### config.mk
export PLATFORM = sky130hd
export DESIGN_NAME = trash_sequencer
export DESIGN_NICKNAME = d
export VERILOG_FILES = /design/src/rtl/trash_sequencer.sv
export SDC_FILE = /design/constraint.sdc
export NUM_CORES = 1
export LEC_CHECK = 0
export CAP_MARGIN = 20
export CORE_MARGIN = 10
export CORE_UTILIZATION = 50
export DETAILED_ROUTE_END_ITERATION = 8
export HOLD_SLACK_MARGIN = 0.06
export PLACE_DENSITY = 0.67
export SLEW_MARGIN = 20
export SYNTH_ARGS = -nofsm -noshare
export SYNTH_HDL_FRONTEND = slang
export SYNTH_SLANG_ARGS = --single-unit
### constraint.sdc
create_clock -name clk -period 3.4 [get_ports clk]
set_clock_uncertainty 0.1 [all_clocks]
set_input_delay 0.68 -clock clk [delete_from_list [all_inputs] [get_ports clk]]
set_output_delay 0.68 -clock clk [all_outputs]
set_load 0.1 [all_outputs]
### src/rtl/trash_sequencer.sv
// Multi-cycle sequencer for the trash CPU: program store, PC, r0..r3, data memory,
// and a req/ack port to a shared external ALU.
module trash_sequencer #(
   parameter int unsigned PROG_BYTES = 16,
   parameter int unsigned MEM_BYTES  = 16
) (
   input  logic       clk,
   input  logic       reset,
   input  logic       prog_en,
   input  logic [7:0] prog_byte,
   input  logic       run,
   output logic       alu_req,
   output logic [3:0] alu_op,
   output logic [3:0] alu_a,
   output logic [3:0] alu_b,
   input  logic       alu_ack,
   input  logic [7:0] alu_res,
   output logic [7:0] out_data,
   output logic       out_valid,
   output logic       halted,
   output logic       busy,
   output logic [2:0] pc_dbg
);

   localparam logic [3:0] OpNop      = 4'h0;
   localparam logic [3:0] OpStore    = 4'h1;
   localparam logic [3:0] OpCalc     = 4'h2;
   localparam logic [3:0] OpMemStore = 4'h3;
   localparam logic [3:0] OpMemLoad  = 4'h4;
   localparam logic [3:0] OpJump     = 4'h5;
   localparam logic [3:0] OpJumpIf   = 4'h6;
   localparam logic [3:0] OpOut      = 4'h7;
   localparam logic [3:0] OpHalt     = 4'hF;

   typedef enum logic [2:0] {
      StIdle,
      StLoad,
      StFetch,
      StExec,
      StAluWait,
      StHalt
   } state_t;

   state_t      state_q;
   logic [2:0]  pc_q;
   logic [3:0]  load_ptr_q;
   logic [15:0] ir_q;
   logic [7:0]  regs_q [4];
   logic [7:0]  mem_q [MEM_BYTES];
   logic [7:0]  prog_mem [PROG_BYTES];
   logic [3:0]  alu_op_q;
   logic [3:0]  alu_a_q;
   logic [3:0]  alu_b_q;
   logic [1:0]  alu_dst_q;
   logic [7:0]  out_data_q;
   logic        out_valid_q;

   logic [15:0] fetch_word;
   logic [3:0]  ir_op;
   logic [7:0]  src_val;
   logic [7:0]  cmp_val;
   logic [2:0]  pc_inc;

   always_comb begin
      fetch_word = {prog_mem[{pc_q, 1'b0}], prog_mem[{pc_q, 1'b1}]};
      ir_op      = ir_q[15:12];
      src_val    = regs_q[ir_q[7:6]];
      cmp_val    = regs_q[ir_q[5:4]];
      pc_inc     = pc_q + 3'd1;
   end

   // The program store survives reset so a program can be rerun after an abort.
   always_ff @(posedge clk) begin
      if (!reset && prog_en) begin
         prog_mem[load_ptr_q] <= prog_byte;
      end
   end

   always_ff @(posedge clk) begin
      if (reset) begin
         state_q     <= StIdle;
         pc_q        <= 3'd0;
         load_ptr_q  <= 4'd0;
         ir_q        <= 16'd0;
         alu_op_q    <= 4'd0;
         alu_a_q     <= 4'd0;
         alu_b_q     <= 4'd0;
         alu_dst_q   <= 2'd0;
         out_data_q  <= 8'd0;
         out_valid_q <= 1'b0;
         for (int i = 0; i < 4; i++) begin
            regs_q[i] <= 8'd0;
         end
         for (int i = 0; i < int'(MEM_BYTES); i++) begin
            mem_q[i] <= 8'd0;
         end
      end else begin
         out_valid_q <= 1'b0;
         if (prog_en) begin
            // Entering load from any state also abandons a pending ALU request.
            state_q    <= StLoad;
            load_ptr_q <= load_ptr_q + 4'd1;
         end else begin
            load_ptr_q <= 4'd0;
            unique case (state_q)
               StIdle: begin
                  if (run) begin
                     pc_q    <= 3'd0;
                     state_q <= StFetch;
                  end
               end
               StLoad: begin
                  state_q <= StIdle;
               end
               StFetch: begin
                  ir_q    <= fetch_word;
                  state_q <= StExec;
               end
               StExec: begin
                  state_q <= StFetch;
                  pc_q    <= pc_inc;
                  case (ir_op)
                     OpNop: ;
                     OpStore: regs_q[ir_q[9:8]] <= ir_q[7:0];
                     OpCalc: begin
                        alu_op_q  <= ir_q[11:8];
                        alu_a_q   <= src_val[7:4];
                        alu_b_q   <= src_val[3:0];
                        alu_dst_q <= ir_q[5:4];
                        pc_q      <= pc_q;
                        state_q   <= StAluWait;
                     end
                     OpMemStore: mem_q[ir_q[11:8]] <= ir_q[7:0];
                     OpMemLoad: regs_q[ir_q[7:6]] <= mem_q[ir_q[11:8]];
                     OpJump: pc_q <= ir_q[10:8];
                     OpJumpIf: begin
                        if (src_val == cmp_val) begin
                           pc_q <= ir_q[10:8];
                        end
                     end
                     OpOut: begin
                        out_data_q  <= regs_q[ir_q[9:8]];
                        out_valid_q <= 1'b1;
                     end
                     OpHalt: begin
                        pc_q    <= pc_q;
                        state_q <= StHalt;
                     end
                     default: ;
                  endcase
               end
               StAluWait: begin
                  if (alu_ack) begin
                     regs_q[alu_dst_q] <= alu_res;
                     pc_q              <= pc_inc;
                     state_q           <= StFetch;
                  end
               end
               StHalt: begin
                  if (!run) begin
                     state_q <= StIdle;
                  end
               end
               default: state_q <= StIdle;
            endcase
         end
      end
   end

   assign alu_req   = (state_q == StAluWait);
   assign alu_op    = alu_op_q;
   assign alu_a     = alu_a_q;
   assign alu_b     = alu_b_q;
   assign out_data  = out_data_q;
   assign out_valid = out_valid_q;
   assign halted    = (state_q == StHalt);
   assign busy      = (state_q == StFetch) || (state_q == StExec) || (state_q == StAluWait);
   assign pc_dbg    = pc_q;

endmodule

== Yosys cells after proc, flatten, opt, wreduce, memory -nomap -nowiden ==
Memories as Yosys holds them, arrays and structs flattened. A register that Yosys moved wholly into a read port is not among the register bits.
Index checks and enable logic that the tools add are counted.
Word-level totals
  bits in registers: 25
  input port bits: 21
  memory bits (writable): 288
  memories: 3
Memories
  mem_q: depth 16, bits a word 8, rd ports 1, clocked after memory_dff 0, write ports 16, RTL line 49  | logic [7:0] mem_q [MEM_BYTES];
  prog_mem: depth 16, bits a word 8, rd ports 2, clocked after memory_dff 2, write ports 1, RTL line 50  | logic [7:0] prog_mem [PROG_BYTES];
  regs_q: depth 4, bits a word 8, rd ports 3, clocked after memory_dff 1, write ports 4, RTL line 48  | logic [7:0] regs_q [4];
Cells by class
  equal/unequal tests: 20
  muxes and demuxes: 48
  reduce and logical (&&, ||, !) cells: 20
  bitwise gates (word level): 2
  add/sub/neg operators: 2
Operators with widths (number)
  $mux 8: 4
  $reduce_or 8->1: 4
  $mux 1: 30
  $mux 3: 6
  $pmux 3 s3: 2
  $eq 4x3->1 const B: 4
  $pmux 3 s5: 1
  $reduce_and 3->1: 4
  $eq 4x2->1 const B: 2
  $eq 8x8->1: 1
  $eq 3x2->1 const B: 2
  $eq 3x3->1 const B: 2
  $mux 2: 3
  $ne 2x2->1 const B: 3
  $ne 3x3->1 const B: 2
  $pmux 3 s2: 1
  $reduce_or 2->1: 3
  $reduce_and 5->1: 1
  $add 4x1->4 const B: 1
  $eq 4x1->1 const B: 1
  $eq 4x4->1 const B: 1
  $mux 4: 1
  $add 3x1->3 const B: 1
  $logic_not 3->1: 1
  other kinds (9): 11

== Longest topological paths before layout ==
Gate-level depths: netlist of run 1.
  depth in word-level cells: 10
  depth in mapped cells: 10
  gate-level depth less buffers: 8

== Least setup slack after synthesis of run 1 ==
No wires, ideal clock.
  path kind: register to register
  from: reg state_q[2]
  to: mem regs_q[2][0], enable pin
  data arrival time: 2476 ps
  slack: 494 ps
  data required time: 2971 ps
  path buffers: 1
  stages on the path, launching flop included: 9
  clock period less this slack: 2906 ps
  path through: dfxtp_1 -> clkbuf_1 -> nand2_1 -> inv_2 -> nand2_1 -> nor3_2 -> o31a_1 -> o211ai_2 -> nand2_1
RTL lines
  from (decl): RTL line 44  | state_t state_q;
  from (signal assigned): RTL line 81  | state_q <= StIdle;
  from (signal assigned): RTL line 101  | state_q <= StLoad;
  from (signal assigned): RTL line 109  | state_q <= StFetch;
  to (decl): RTL line 48

== Worst setup path in the final report of run 1 ==
  from: reg ir_q[6], read port of prog_mem
  to: reg pc_q[2], in the netlist pc_dbg[2]
Between the ends
  longest elaborated chain between the ends: 5
Ends and longest elaborated chain
  from (decl): RTL line 47  | logic [15:0] ir_q;
  $mem_v2 4x8
  $eq 8x8->1: RTL line 137  | if (src_val == cmp_val) begin
  $mux 3: RTL line 137
  $pmux 3 s3: RTL line 122  | case (ir_op)
  $pmux 3 s3: RTL line 105  | unique case (state_q)
  to (signal assigned): RTL line 121  | pc_q <= pc_inc;
  to (signal assigned): RTL line 135  | OpJump: pc_q <= ir_q[10:8];
  to (signal assigned): RTL line 138  | pc_q <= ir_q[10:8];
  to (decl): RTL line 45  | logic [2:0] pc_q;
Every way passes these cells.
A chain may end at the register's enable or synchronous reset.

==> impl_metrics.yaml, run 1 <==
status:
  status: "completed"
worst_setup_path:
  criticalPathCategory: "reg -> reg"
  critPathArrivalTime_ps: 3170
  worst-path-max-fanout: 7
  cp-end-kind: "register"
  cp-start-kind: "register"
  crit_required_ps: 3750
logic_synthesis:
  netlist_area_sq_um: 15000
  synth_mux_area_share_pct: 16.0
  synth_area_leader_cell: "edfxtp_1"
  yosysSeqAreaShare_pct: 64.2
  synth-simple-area-share_pct: 12.0
  syn_area_per_cell_sq_um: 15.2
  synth_warnings: 0
  synth_compound_area_share_pct: 4.59
  synth_common_cells: "edfxtp_1, and2_1, mux4_2, nor2_1, nand2_1"
  ys_types: 59
  yosys-top-cells-area: "edfxtp_1, mux4_2, dfxtp_1"
  synth_nets: 1015
  synth_top_family_by_area: "multiplexers"
  synth_seq_cells: 337
  synth-async-reset-ratio_pct: 0
  synth_fa_ha_area_share_pct: 0.417
  yosysMostFrequentCell: "edfxtp_1"
  synth_edf_count: 288
  synth_top_area_share_pct: 57.6
  synth_ff_type: "edfxtp_1"
  syn-instance-count: 989
  synthXorXnorAreaFrac_pct: 0.642
clocking:
  h-tree-depth: 2
  numCtsBuffers: 38
  clk_pin_slew_ps: 60
  clockBufferDepth: 3
  cts_hold_buf: 0
  cts_tree: "built"
  numClockSinks: 337
  root_buffer: "clkbuf_16"
  cts_setup_buffers: 0
  cts_resized: 0
  clk_latency_ps: 520
place:
  place_hpwl_mm: 22.1
  place_congestion: 0.826
  placed_area_sq_um: 16100
  numPortBuffers: 47
die:
  fp.dieW_um: 193
  core.rowCount: 63
  chipHeight_um: 193
  core_sq_um: 29600
  die_area_sq_um: 37300
  pin_count: 48
  start_util_pct: 50.6
sta:
  fin_setup_tns_ps: 0
  maxSlewHeadroom_pct: 45.9
  maxClockFrequency_mhz: 355
  setup_viol: 0
  hold_viol: 0
  worst-slew-pin-transition_ps: 811
  finalMaxSlewViolations: 0
  fin_crit_sh_pct: 82.9
  min_period_ps: 2820
  rsz0062_at_grt: "false"
  fin_hold_ws_ps: 355
detailed_routing:
  dr.pass1.iters: 6
  drtIter0Drc: 703
  wl_mm: 32.6
  vias: 8508
  ant_nets: 0
  wl_per_cell_um: 22.0
  remaining_drc_errors: 0
  via_per_inst: 5.73
grt:
  antenna_found_initial: 0
  grt_max_degree: 37
  grt-ovfl-total: 0
  track_usage_pct: 17.2
  grt_pass1_wl_mm: 51.3
  met2_usage_pct: 27.3
  gr-usage-met3_pct: 3.41
  top_usage_layer: "met2"
  grt_pass1_vias: 8767
  gr-usage-met1_pct: 23.4
power_and_ir_drop:
  p_per_area_nw_per_um2: 517
  irDropWorstVdd_mv: 0.490
  power.leakage_nw: 6.00
final_layout:
  fin_area_sq_um: 17300
  syn_to_final_growth_pct: 15.0
  ff_latch_area_sq_um: 9630
  multi_input_area_sq_um: 5050
  fill_cells: 2320
  drive_above_1_share_pct: 23.1
  diodes: 0
  nets: 1092
min_path:
  min_path_type: "reg -> reg"
job:
  drv_cap: 0
[flip-flops by register name (all words and copies together), names as in the netlist]
| signal | flops |
|---|---|
| out_valid | 1 |
| regs_q | 32 |
| mem_q | 128 |
| out_data | 8 |
| alu_a | 4 |
| alu_dst_q | 2 |
| alu_op | 4 |
| alu_b | 4 |
| state_q | 3 |
| load_ptr_q | 4 |
| pc_dbg | 3 |
| prog_mem | 128 |
| ir_q | 16 |
[per-layer routing]
layer,vias up,part of all wire [%]
li1,3911,-
met1,4280,44
met2,250,47
met3,67,5.5
met4,0,2.7
met5,-,0
[stage by stage]
step | setup WS, ps | cells | power [mW] | utilization, %
3_3_place_gp | 283 | 1416 | 5.08 | 54.2
4_1_cts | 561 | 1486 | 8.99 | 58.2
5_1_grt | 382 | 1486 | 9.19 | 58.2
6_report | 580 | 1486 | 8.92 | 58.2
3_5_place_dp | 229 | 1416 | 5.09 | 54.2
2_1_floorplan | 494 | 989 | 4.92 | -
[kinds of logic (layout without fill, tap and decap cells)]
family,Yosys count,in the layout
AO/OA/AOI/OAI,99,99
XOR/XNOR,11,11
adder cells (fa/ha/maj),5,5
buffers and inverters,80,187
flip-flops,337,337
multiplexers,117,117
AND/OR/NAND/NOR,340,340
[area by class of cell]
class / instances / share of cell area (%)
Tap cell: 390 / 2.83
Sequential cell: 337 / 55.8
Clock buffer: 56 / 6.13
Timing Repair Buffer: 101 / 4.80
Inverter: 16 / 0.348
Multi-Input combinational cell: 572 / 29.3
Clock inverter: 14 / 0.812
[layout by cell type (no fill, tap or decap), types with 5 or more instances in the layout]
cell / n
nand2_1: 68
nand2b_1: 9
edfxtp_1: 288
a21oi_2: 7
nor3_1: 7
clkdlybuf4s50_1: 19
clkbuf_16: 38
buf_4: 79
inv_1: 14
a22oi_1: 7
nor2_1: 73
a211oi_1: 18
xor2_1: 10
dfxtp_1: 46
ha_1: 5
mux4_1: 6
o21ai_0: 18
and2_1: 146
mux4_2: 90
or2_2: 5
mux2i_1: 20
a21oi_1: 27
clkbuf_1: 14
[critical path, cell delays in order (launching register included)]
cell and delay, ps:
dfxtp_1 610, buf_4 250, mux4_2 530, xor2_1 200, nor4_1 280, nand2_1 240, mux2_4 360, a41oi_2 170
[report_power, final]
group | internal [mW] | switching (mW)
clock | 2.32 | 1.59
sequential | 4.56 | 0.0546
combinational | 0.164 | 0.224
total | 7.05 | 1.87
[worst paths after layout]
| path | start | to | slack, ps | cells past startpoint |
|---|---|---|---|---|
| worst max-delay path | ir_q[6] | pc_dbg[2] | 580 | 7 |
| worst min-delay path | out_data[5] | out_data[5] | 360 | 2 |
| worst max register to register | ir_q[6] | pc_dbg[2] | 580 | 7 |
| worst min register to register | out_data[5] | out_data[5] | 360 | 2 |
Note: power is estimated with default switching activity, not from simulation.
==> run 2: changes to the inputs <==
==> constraint.sdc (replaced) <==
create_clock -name clk -period 2.84 [get_ports clk]
set_clock_uncertainty 0.1 [all_clocks]
set_input_delay 0.568 -clock clk [delete_from_list [all_inputs] [get_ports clk]]
set_output_delay 0.568 -clock clk [all_outputs]
set_load 0.1 [all_outputs]
==> run 2 against run 1 <==
Effect of this change: non-clock buffer count increased by 41; critical endpoint is now regs_q[1][2]; die area unchanged; sequential share of layout area down 1.1 points; final cell count increased by 2.4%; via count is 2.0% higher; power increased by 18%; clock-buffer cell count fell by 2; largest cell class unchanged; wire length increased by 2.9%; clock power grew 16%; maximum frequency is 4.5% higher.
==> impl_metrics.yaml, run 2 (synthesis results as in run 1) <==
detailed_routing:
  wl_mm: 33.6
  ant_nets: 0
  vias: 8677
  drtIter0Drc: 814
  dr.pass1.iters: 7
  wl_per_cell_um: 22.1
  remaining_drc_errors: 0
  via_per_inst: 5.70
status:
  status: "completed"
clocking:
  numClockSinks: 337
  cts_resized: 0
  h-tree-depth: 2
  cts_hold_buf: 0
  root_buffer: "clkbuf_16"
  cts_tree: "built"
  clk_latency_ps: 530
  cts_setup_buffers: 0
  numCtsBuffers: 37
  clockBufferDepth: 3
  clk_pin_slew_ps: 60
final_layout:
  layout_commonest_cell: "edfxtp_1"
  final_cell_mix: "edfxtp_1, and2_1, buf_4"
  utilization_pct: 59.4
  reg_top3: "mem_q (128), prog_mem (128), regs_q (32)"
  diodes: 0
  nets: 1132
  drive_above_1_share_pct: 26.1
  syn_to_final_growth_pct: 17.4
power_and_ir_drop:
  p_seq_share_pct: 52.2
  power.switching_mw: 2.23
  irDropWorstVdd_mv: 0.530
  sw_frac_of_total_pct: 21.1
  power.leakage_nw: 6.21
  p_int_mw: 8.34
  power.share.combinational_pct: 4.7
  p_per_area_nw_per_um2: 600
  clkPwrFrac_pct: 43.1
min_path:
  min_path_type: "in -> reg"
  min_to: "alu_dst_q[0]"
  hp-start: "reset"
  hold_depth: 2
worst_setup_path:
  crit_slowest_cell: "mux4_2"
  crit_required_ps: 3000
  critPathArrivalTime_ps: 2860
  cp-start-kind: "register"
  worstPathCellList: "buf_4 > mux4_2 > mux4_2 > a22oi_1 > nor2_1 > a21oi_2 > nor2_1"
  r2r-start: "ir_q[8]"
  cp-end-kind: "register"
  worst-path-max-fanout: 12
  reg2reg_depth: 7
  max_stage_delay_ps: 590
  criticalPathCategory: "reg -> reg"
  worstReg2RegEnd: "regs_q[1][2]"
  rrSetupSlack_ps: 140
place:
  place_hpwl_mm: 22.7
  place_congestion: 0.841
  numPortBuffers: 47
sta:
  finalMaxSlewViolations: 0
  fin_hold_ws_ps: 352
  rsz0062_at_grt: "false"
  setup_viol: 0
  maxClockFrequency_mhz: 371
  fin_crit_sh_pct: 95.0
  worst-slew-pin-transition_ps: 655
  maxSlewHeadroom_pct: 56.2
  min_period_ps: 2700
  hold_viol: 0
grt:
  antenna_found_initial: 0
  track_usage_pct: 17.8
  grt_pass1_wl_mm: 52.8
  grt-ovfl-total: 0
  grt_max_degree: 34
  grt_pass1_vias: 8992
die:
  fp.dieW_um: 193
  core.rowCount: 63
  pin_count: 48
  core_sq_um: 29600
  start_util_pct: 50.6
  chipHeight_um: 193
  die_area_sq_um: 37300
job:
  drv_cap: 0
==> run 2: cell types whose count changed in the layout (fill, tap and decap cells not counted), sizes merged <==
| cell | before | now |
|---|---|---|
| buf | 82 | 123 |
| clkbuf | 56 | 54 |
| clkinv | 9 | 7 |
| bufinv | 2 | 1 |
==> run 2: how the worst max path moves through the flow <==
stage | from | endpoint | slack [ps] | cells past startpoint
after global placement | prog_en | mem_q[2][0] | -90 | 7
final | ir_q[8] | regs_q[1][2] | 140 | 7
after global routing | state_q[1] | mem_q[15][7] | 40 | 7
after detailed placement | prog_en | mem_q[2][6] | -120 | 7
after floorplan | state_q[2] | regs_q[2][0] | 80 | 8
after CTS | ir_q[8] | regs_q[1][2] | 120 | 7
==> run 2: through the flow <==
step                worst slack, ps  std cells  cell area (sq um)  setup TNS (ps)  power [mW]
finish                          141       1522              17600               0        10.6
global route                   40.7       1522              17600               0        10.9
global placement              -85.3       1457              16400           -3220        6.11
CTS                             117       1522              17600               0        10.7
detailed placement             -118       1457              16400           -3410        6.12
floorplan                      81.8        989              15000               0        5.89
==> run 2: power by group through the flow <==
stage	Combinational, mW	Clock [mW]	Sequential, mW
2_1_floorplan	0.301	0	5.59
6_report	0.494	4.55	5.52
3_5_place_dp	0.495	0	5.62
4_1_cts	0.496	4.65	5.52
5_1_grt	0.529	4.84	5.53
3_3_place_gp	0.487	0	5.62
==> run 2: worst max-delay path: cells and delay by family (launching register included) <==
family | cells | cell delay, ps
flip-flops | 1 | 360
AO/OA/AOI/OAI | 2 | 440
buffers and inverters | 1 | 280
AND/OR/NAND/NOR | 2 | 170
multiplexers | 2 | 1070
==> run 2: final cells by class <==
type | instances | area (sq um)
tap | 390 | 488
clock buffer | 54 | 1050
sequential | 337 | 9630
inverter | 16 | 60.1
multi-input combinational | 572 | 5060
timing repair buffer | 142 | 1210
fill | 2275 | 12000
clock inverter | 11 | 110
==> run 2: layer usage <==
layer / global-route usage (%) / part of all wire, %
met5: 0 / 0
met1: 23.5 / 43
met4: 5.24 / 2.4
met2: 29.7 / 49
met3: 2.78 / 5.2
==> run 3: changes to the inputs <==
--- a/config.mk
+++ b/config.mk
@@ -10,7 +10,7 @@
 export CORE_UTILIZATION = 50
 export DETAILED_ROUTE_END_ITERATION = 8
 export HOLD_SLACK_MARGIN = 0.06
-export PLACE_DENSITY = 0.67
+export PLACE_DENSITY = 0.7
 export SLEW_MARGIN = 20
 export SYNTH_ARGS = -nofsm -noshare
 export SYNTH_HDL_FRONTEND = slang
==> constraint.sdc (replaced) <==
create_clock -name clk -period 2.45 [get_ports clk]
set_clock_uncertainty 0.1 [all_clocks]
set_input_delay 0.49 -clock clk [delete_from_list [all_inputs] [get_ports clk]]
set_output_delay 0.49 -clock clk [all_outputs]
set_load 0.1 [all_outputs]
==> run 3 against run 2 <==
Effect of this change: the flow now finishes with violations (setup timing); via count is 2.5% higher; cell area up 3.8%; non-clock buffer count rose by 38; wire length increased by 1.5%; first-iteration DRC count shrank 11%; maximum frequency rose by 4.5%; critical path type unchanged.
==> impl_metrics.yaml, run 3 (synthesis results as in run 1) <==
status:
  status: "finished with violations"
  violations: "setup timing"
clocking:
  clockBufferDepth: 3
  clk_pin_slew_ps: 60
  numCtsBuffers: 36
  clk_latency_ps: 540
  h-tree-depth: 2
  root_buffer: "clkbuf_16"
  numClockSinks: 337
  cts_tree: "built"
die:
  core_sq_um: 29600
  pin_count: 48
  fp.dieW_um: 193
  core.rowCount: 63
  die_area_sq_um: 37300
  start_util_pct: 50.6
  chipHeight_um: 193
min_path:
  hold_depth: 3
  min_path_type: "in -> reg"
worst_setup_path:
  criticalPathCategory: "reg -> reg"
  cp-end-kind: "register"
  reg2reg_depth: 7
  cp-start-kind: "register"
  critPathArrivalTime_ps: 2770
  worst-path-max-fanout: 6
  crit_required_ps: 2630
final_layout:
  fin_area_sq_um: 18300
  drive_above_1_share_pct: 30.7
  fill_cells: 2192
  diodes: 0
  reg_top3: "mem_q (128), prog_mem (128), regs_q (32)"
  syn_to_final_growth_pct: 21.9
  utilization_pct: 61.7
  final_cell_mix: "edfxtp_1, and2_1, buf_4"
  layout_commonest_cell: "edfxtp_1"
  nets: 1169
detailed_routing:
  wl_met3_mm: 1.96
  top_layer_used: "met4"
  remaining_drc_errors: 0
  dr.pass1.iters: 5
  wl_met2_mm: 16.4
  drtIter0Drc: 728
  met1Wirelength_mm: 14.8
  wl_per_cell_um: 21.9
  ant_nets: 0
  vias: 8891
  wl_mm: 34.1
  via_per_inst: 5.70
place:
  place_congestion: 0.844
  numPortBuffers: 47
  placed_area_sq_um: 16900
  place_hpwl_mm: 23.0
sta:
  rsz0062_at_grt: "true"
  maxSlewHeadroom_pct: 56.3
  finalMaxSlewViolations: 0
  worst_slack_ps: -133
  fin_hold_ws_ps: 321
  setup_viol: 32
  fin_setup_tns_ps: -2720
  min_period_ps: 2580
  maxClockFrequency_mhz: 387
  hold_viol: 0
  worst-slew-pin-transition_ps: 654
  fin_crit_sh_pct: 105
power_and_ir_drop:
  p_total_mw: 12.1
  p_per_area_nw_per_um2: 660
  irDropWorstVdd_mv: 0.523
  power.leakage_nw: 6.45
grt:
  grt_max_degree: 37
  grt-ovfl-total: 0
  track_usage_pct: 17.9
  grt_pass1_vias: 9156
  antenna_found_initial: 0
  grt_pass1_wl_mm: 53.6
job:
  drv_cap: 0
## run 3: where the power goes
part	internal [mW]	switching, mW	total, mW
logic	0.298	0.348	0.646
clock network	2.82	2.20	5.02
registers	6.33	0.0692	6.40
## run 3: final timing paths
kind | from | endpoint | slack (ps)
max reg2reg | ir_q[8] | regs_q[3][1] | -130
max | ir_q[8] | regs_q[3][1] | -130
min reg2reg | out_data[0] | out_data[0] | 350
min | reset | state_q[0] | 320
## run 3: per-layer routing
layer / GRT usage, % / up-vias
met1: 24.1 / 4473
li1: - / 4063
met3: 3.72 / 66
met2: 29.0 / 289
met5: 0 / -
met4: 5.12 / 0
## run 3: timing repair
item / CTS / global route
cloned: 1 / 3
pin swaps: 3 / 17
hold buffers: 0 / 0
setup endpoints to repair: 35 / 115
setup buffers: 2 / 6
endpoints found under the hold margin: 0 / 0
gates resized for setup: 18 / 20
## run 3: per-stage QoR
stage,setup WS (ps),instances
final,-133,1559
after global routing,-170,1559
after CTS,-145,1550
after detailed placement,-338,1483
after global placement,-283,1483
after floorplan,-138,989
## run 3: cell type report
class	instances	area (sq um)	share of cell area [%]
Timing Repair Buffer	180	1840	10.1
Inverter	16	65.1	0.356
Sequential cell	337	9640	52.7
Multi-Input combinational cell	572	5160	28.2
Clock buffer	48	976	5.34
Tap cell	390	488	2.67
Clock inverter	16	114	0.623
## run 3: critical path, stage by stage, from the launching register on
cell and delay [ps]:
dfxtp_4 470, buf_12 170, mux4_2 550, mux4_2 500
a22oi_2 220, nor2_2 80, a21oi_4 180, inv_1 60
